File: src/rtl/srl_chain_delay.sv
// srl_chain_delay -- per-channel addressable serial delay line.
//
// Each of WIDTH channels is a DEPTH-bit shift register, built as STAGES
// cascaded 32-bit segments (segment k bit 31 feeds segment k+1 bit 0).
// A shared tap address A selects one bit of every channel onto Q. A fill
// counter tracks how many positions have received data since the last
// reset, so that consumers can qualify Q with VALID.
//
// Parameters:
//   WIDTH  - number of independent channels (1..32)
//   STAGES - number of 32-bit segments per channel (1, 2, 4 or 8)
//
// Ports:
//   CLK    in   1      sole clock, rising edge
//   RST    in   1      synchronous active-high reset (clears fill count only)
//   CE     in   1      shift enable
//   D      in   WIDTH  serial data in, one bit per channel
//   A      in   AW     tap address shared by all channels
//   Q      out  WIDTH  per-channel bit at address A
//   Q_LAST out  WIDTH  per-channel bit DEPTH-1
//   VALID  out  1      tap at A holds data shifted in since last reset
//   FULL   out  1      all DEPTH positions written since last reset
//
// Build option:
//   SRL_CHAIN_OREG_EN - when defined, Q, Q_LAST and VALID are registered
//   (one extra cycle of latency, cleared by RST). FULL is never registered.

module srl_chain_delay #(
  parameter int WIDTH  = 1,
  parameter int STAGES = 4,
  localparam int DEPTH = 32 * STAGES,
  localparam int AW    = 5 + $clog2(STAGES)
) (
  input  logic             CLK,
  input  logic             RST,
  input  logic             CE,
  input  logic [WIDTH-1:0] D,
  input  logic [AW-1:0]    A,
  output logic [WIDTH-1:0] Q,
  output logic [WIDTH-1:0] Q_LAST,
  output logic             VALID,
  output logic             FULL
);

  // Segment-select width; a single-segment chain still needs a 1-bit index.
  localparam int SW = (STAGES > 1) ? (AW - 5) : 1;
  localparam logic [AW:0] FILL_MAX = (AW + 1)'(DEPTH);

  // Storage powers up as zero and is deliberately never touched by RST.
  logic [WIDTH-1:0][STAGES-1:0][31:0] r_seg = '0;
  logic [AW:0]                        r_fill;

  logic [SW-1:0]    w_seg_idx;
  logic [WIDTH-1:0] w_tap;
  logic [WIDTH-1:0] w_last;
  logic             w_valid;
  logic             w_full;

  // Shift every channel by one position on each enabled edge.
  always_ff @(posedge CLK) begin
    if (CE) begin
      for (int ch = 0; ch < WIDTH; ch++) begin
        r_seg[ch][0] <= {r_seg[ch][0][30:0], D[ch]};
        for (int k = 1; k < STAGES; k++) begin
          r_seg[ch][k] <= {r_seg[ch][k][30:0], r_seg[ch][k-1][31]};
        end
      end
    end
  end

  // Fill counter: reset wins over CE, saturates at DEPTH.
  always_ff @(posedge CLK) begin
    if (RST) begin
      r_fill <= '0;
    end else if (CE && (r_fill != FILL_MAX)) begin
      r_fill <= r_fill + {{AW{1'b0}}, 1'b1};
    end
  end

  // Upper address bits pick the segment, low five pick the bit within it.
  generate
    if (STAGES > 1) begin : g_multi_seg
      assign w_seg_idx = A[AW-1:5];
    end else begin : g_single_seg
      assign w_seg_idx = 1'b0;
    end
  endgenerate

  // Combinational tap and cascade-end selection per channel.
  always_comb begin
    w_tap  = '0;
    w_last = '0;
    for (int ch = 0; ch < WIDTH; ch++) begin
      w_tap[ch]  = r_seg[ch][w_seg_idx][A[4:0]];
      w_last[ch] = r_seg[ch][STAGES-1][31];
    end
  end

  // A tap is valid once more bits have entered than its address.
  assign w_valid = (r_fill > {1'b0, A});
  assign w_full  = (r_fill == FILL_MAX);

`ifdef SRL_CHAIN_OREG_EN
  logic [WIDTH-1:0] r_q;
  logic [WIDTH-1:0] r_q_last;
  logic             r_valid;

  // Optional output stage: one cycle of latency, cleared on reset.
  always_ff @(posedge CLK) begin
    if (RST) begin
      r_q      <= '0;
      r_q_last <= '0;
      r_valid  <= 1'b0;
    end else begin
      r_q      <= w_tap;
      r_q_last <= w_last;
      r_valid  <= w_valid;
    end
  end

  assign Q      = r_q;
  assign Q_LAST = r_q_last;
  assign VALID  = r_valid;
`else
  assign Q      = w_tap;
  assign Q_LAST = w_last;
  assign VALID  = w_valid;
`endif

  assign FULL = w_full;

endmodule

File: config.mk
export PLATFORM = sky130hd
export DESIGN_NAME = srl_chain_delay
export DESIGN_NICKNAME = d
export VERILOG_FILES = /design/src/rtl/srl_chain_delay.sv
export SDC_FILE = /design/constraint.sdc
export NUM_CORES = 1
export LEC_CHECK = 0
export ABC_AREA = 1
export BUFFER_PORTS_ARGS = -buffer_cell sky130_fd_sc_hd__buf_4
export CORE_ASPECT_RATIO = 1.2
export CORE_MARGIN = 10
export CORE_UTILIZATION = 50
export DETAILED_ROUTE_END_ITERATION = 12
export PLACE_DENSITY = 0.66
export SLEW_MARGIN = 20
export SYNTH_ARGS = -nofsm -noshare
export SYNTH_HDL_FRONTEND = slang
export SYNTH_SLANG_ARGS = --single-unit
File: constraint.sdc
create_clock -name CLK -period 3.2 [get_ports CLK]
set_input_delay 0.32 -clock CLK [delete_from_list [all_inputs] [get_ports CLK]]
set_output_delay 0.32 -clock CLK [all_outputs]
set_load 0.01 [all_outputs]
==> flow_summary.toml <==
[global_routing]
grt_pass1_vias = 3574
overflow = 0
grt_pass1_wl_um = 18500
grt.total_usage_pct = 14.5
antenna_found_initial = 0
grt_max_degree = 84

[floorplan]
dieHeight_um = 138
initial_core_util_pct = 51.6
core_um2 = 11200
fp-row-count = 42
pin_count = 15
dieArea_um2 = 16300
die_x_um = 118

[sta]
period_minus_slack_ps = 2320
skew_ps = 5.24
tns_ps = 0
worst_slew_pin_slew_ps = 660
grt_setup_unrepaired = "no"
finalHoldViolCount = 0
period_share_pct = 72.6
setup_viol = 0
relSlewSlack_pct = 55.9
clock.fmax_ghz = 0.430
finalMaxSlewViolations = 0

[logic_synthesis]
ys_seq_elements = 136
avgSynthCellArea_um2 = 11.5
ys_warn_count = 0
syn_area_um2 = 5770
netlist-cell-type-count = 22
synth-seq-area-share_pct = 69.3
synth_cells = 503
synth_fp_nets = 523

[critical_path]
ff2ff_path_depth = 9
end_kind = "output port"
critPathArrivalTime_ps = 2000
crit_required_ps = 2880
rr_endpoint = "r_fill[6]"
start_kind = "primary input"
worst-setup-path-type = "in -> out"
crit_end = "Q"
r2r_slack_ps = 1520
timing.rr.start = "r_fill[0]"
critPathMaxFanout = 44
startpoint = "A[5]"

[clock_tree]
cts_tree = "done"
cts_hold_buf = 0
htreeDepth = 4
cts_buffer_depth = 2
cts_resized = 0
cts.sink_count = 136
cts_buffers = 17
cts_setup_buffers = 0
clockRootBuffer = "clkbuf_16"
clk_latency_ps = 420
clk_pin_slew_ps = 60

[routing]
drtIter0Drc = 335
drc_errors = 0
vias = 3729
wl_per_cell_um = 16.7
detail-route-antenna-nets = 0
vias_per_cell = 5.47
wl_um = 11400
drt-pass1-iter-count = 7

[power]
switching_share_pct = 21.7
pwr-share-comb_pct = 5.7
pwr_density_cell_nw_per_um2 = 670
power.clock.fraction_pct = 46.0
p_seq_share_pct = 48.3
internal_power_mw = 3.43
switchingPower_uw = 947
peakVddDrop_mv = 0.392
p_leak_nw = 2.52

[layout]
drive_gt1_share_pct = 9.85
mostFrequentLayoutCell = "nand2_1"
utilization_pct = 58.4
final_nets = 535
final_cell_mix = "158 x nand2_1, 128 x edfxtp_1, 118 x nand3_1, 19 x inv_1, 17 x clkbuf_16"
syn2layout_area_growth_pct = 13.1
n_antenna_cell = 0

[run]
maxCapViolCount = 0

[worst_hold_path]
min_path_type = "in -> reg"

[run_status]
outcome = "completed"

[place]
port_buffers = 14
place_congestion = 0.827
place_hpwl_um = 6870
==> worst max-delay path, cell delays in order <==
cell,delay (ps)
buf_4,390
buf_4,340
nand2_1,90
nand3_1,90
nand3_1,90
nand3_1,110
nand2_1,90
nand2_1,70
nand3_1,60
nand2_1,100
nand2_1,60
nand2_1,70
buf_4,110
==> logic make-up after synthesis <==
group	Yosys count	synth area share, %
AO/OA/AOI/OAI	20	1.80
adder cells (fa/ha/maj)	9	1.95
buffers and inverters	47	5.09
flip-flops	136	69.3
AND/OR/NAND/NOR	291	21.8
==> stage by stage <==
stage               std cells  hold slack [ps]  total power [mW]  setup WS, ps  instance area, µm²
CTS                       682             58.7              4.40           870                6530
detailed placement        650              433              2.40           898                5920
finish                    682             69.2              4.37           876                6530
global route              682             58.1              4.51           654                6530
global placement          650              432              2.39           897                5920
floorplan                 503              396              2.30          1330                5770
==> power groups by stage <==
stage / clock network, mW / registers (mW) / logic [mW]
3_3_place_gp: 0 / 2.14 / 0.245
2_1_floorplan: 0 / 2.12 / 0.174
5_1_grt: 2.11 / 2.12 / 0.284
6_report: 2.01 / 2.11 / 0.250
3_5_place_dp: 0 / 2.15 / 0.251
4_1_cts: 2.03 / 2.11 / 0.253
==> final cells by class <==
cell class / count / area, µm²
Clock inverter: 11 / 145
Timing Repair Buffer: 18 / 160
Sequential cell: 136 / 4000
Inverter: 22 / 82.6
Tap cell: 154 / 193
Clock buffer: 21 / 470
Multi-Input combinational cell: 320 / 1480
Fill cell: 930 / 4660
==> metal layers <==
layer,up-vias,track usage [%],share of wire (%)
li1,1794,-,-
met1,1814,18.2,45
met2,111,22.8,49
met3,10,4.95,5.4
met4,0,5.50,1.2
met5,-,0,0
==> sequential cells by signal (all words and copies together), names as in the netlist <==
name / count
r_seg: 127
r_fill: 8
Q_LAST: 1
==> how the worst min path moves through the flow <==
stage                          from        end  slack, ps  cells after the start
after global placement    r_seg[48]  r_seg[49]        430                      0
after CTS                       RST  r_fill[4]         60                      2
final                           RST  r_fill[4]         70                      2
after detailed placement  r_seg[89]  r_seg[90]        430                      0
after global routing              D   r_seg[0]         60                      1
after floorplan                 RST  r_fill[4]        400                      1
==> cells in the mapped netlist <==
| cell | instances | area [µm²] |
|---|---|---|
| buf_2 | 10 | 50.1 |
| nor2_1 | 6 | 22.5 |
| o21ai_0 | 10 | 50.1 |
| nor2_2 | 1 | 6.26 |
| and2_1 | 1 | 6.26 |
| nand2_1 | 158 | 593 |
| ha_1 | 9 | 113 |
| nand3_1 | 118 | 591 |
| buf_6 | 14 | 158 |
| nand4_1 | 2 | 12.5 |
| nor3_1 | 3 | 15.0 |
| dfxtp_1 | 8 | 160 |
| clkinv_1 | 1 | 3.75 |
| nor4_1 | 1 | 6.26 |
| nor3b_1 | 1 | 7.51 |
| a21oi_1 | 8 | 40.0 |
| o21a_1 | 1 | 7.51 |
| edfxtp_1 | 128 | 3840 |
| a31oi_1 | 1 | 6.26 |
| clkbuf_1 | 1 | 3.75 |
| inv_1 | 19 | 71.3 |
| inv_2 | 2 | 7.51 |
Power figures use the tool's default switching activity.
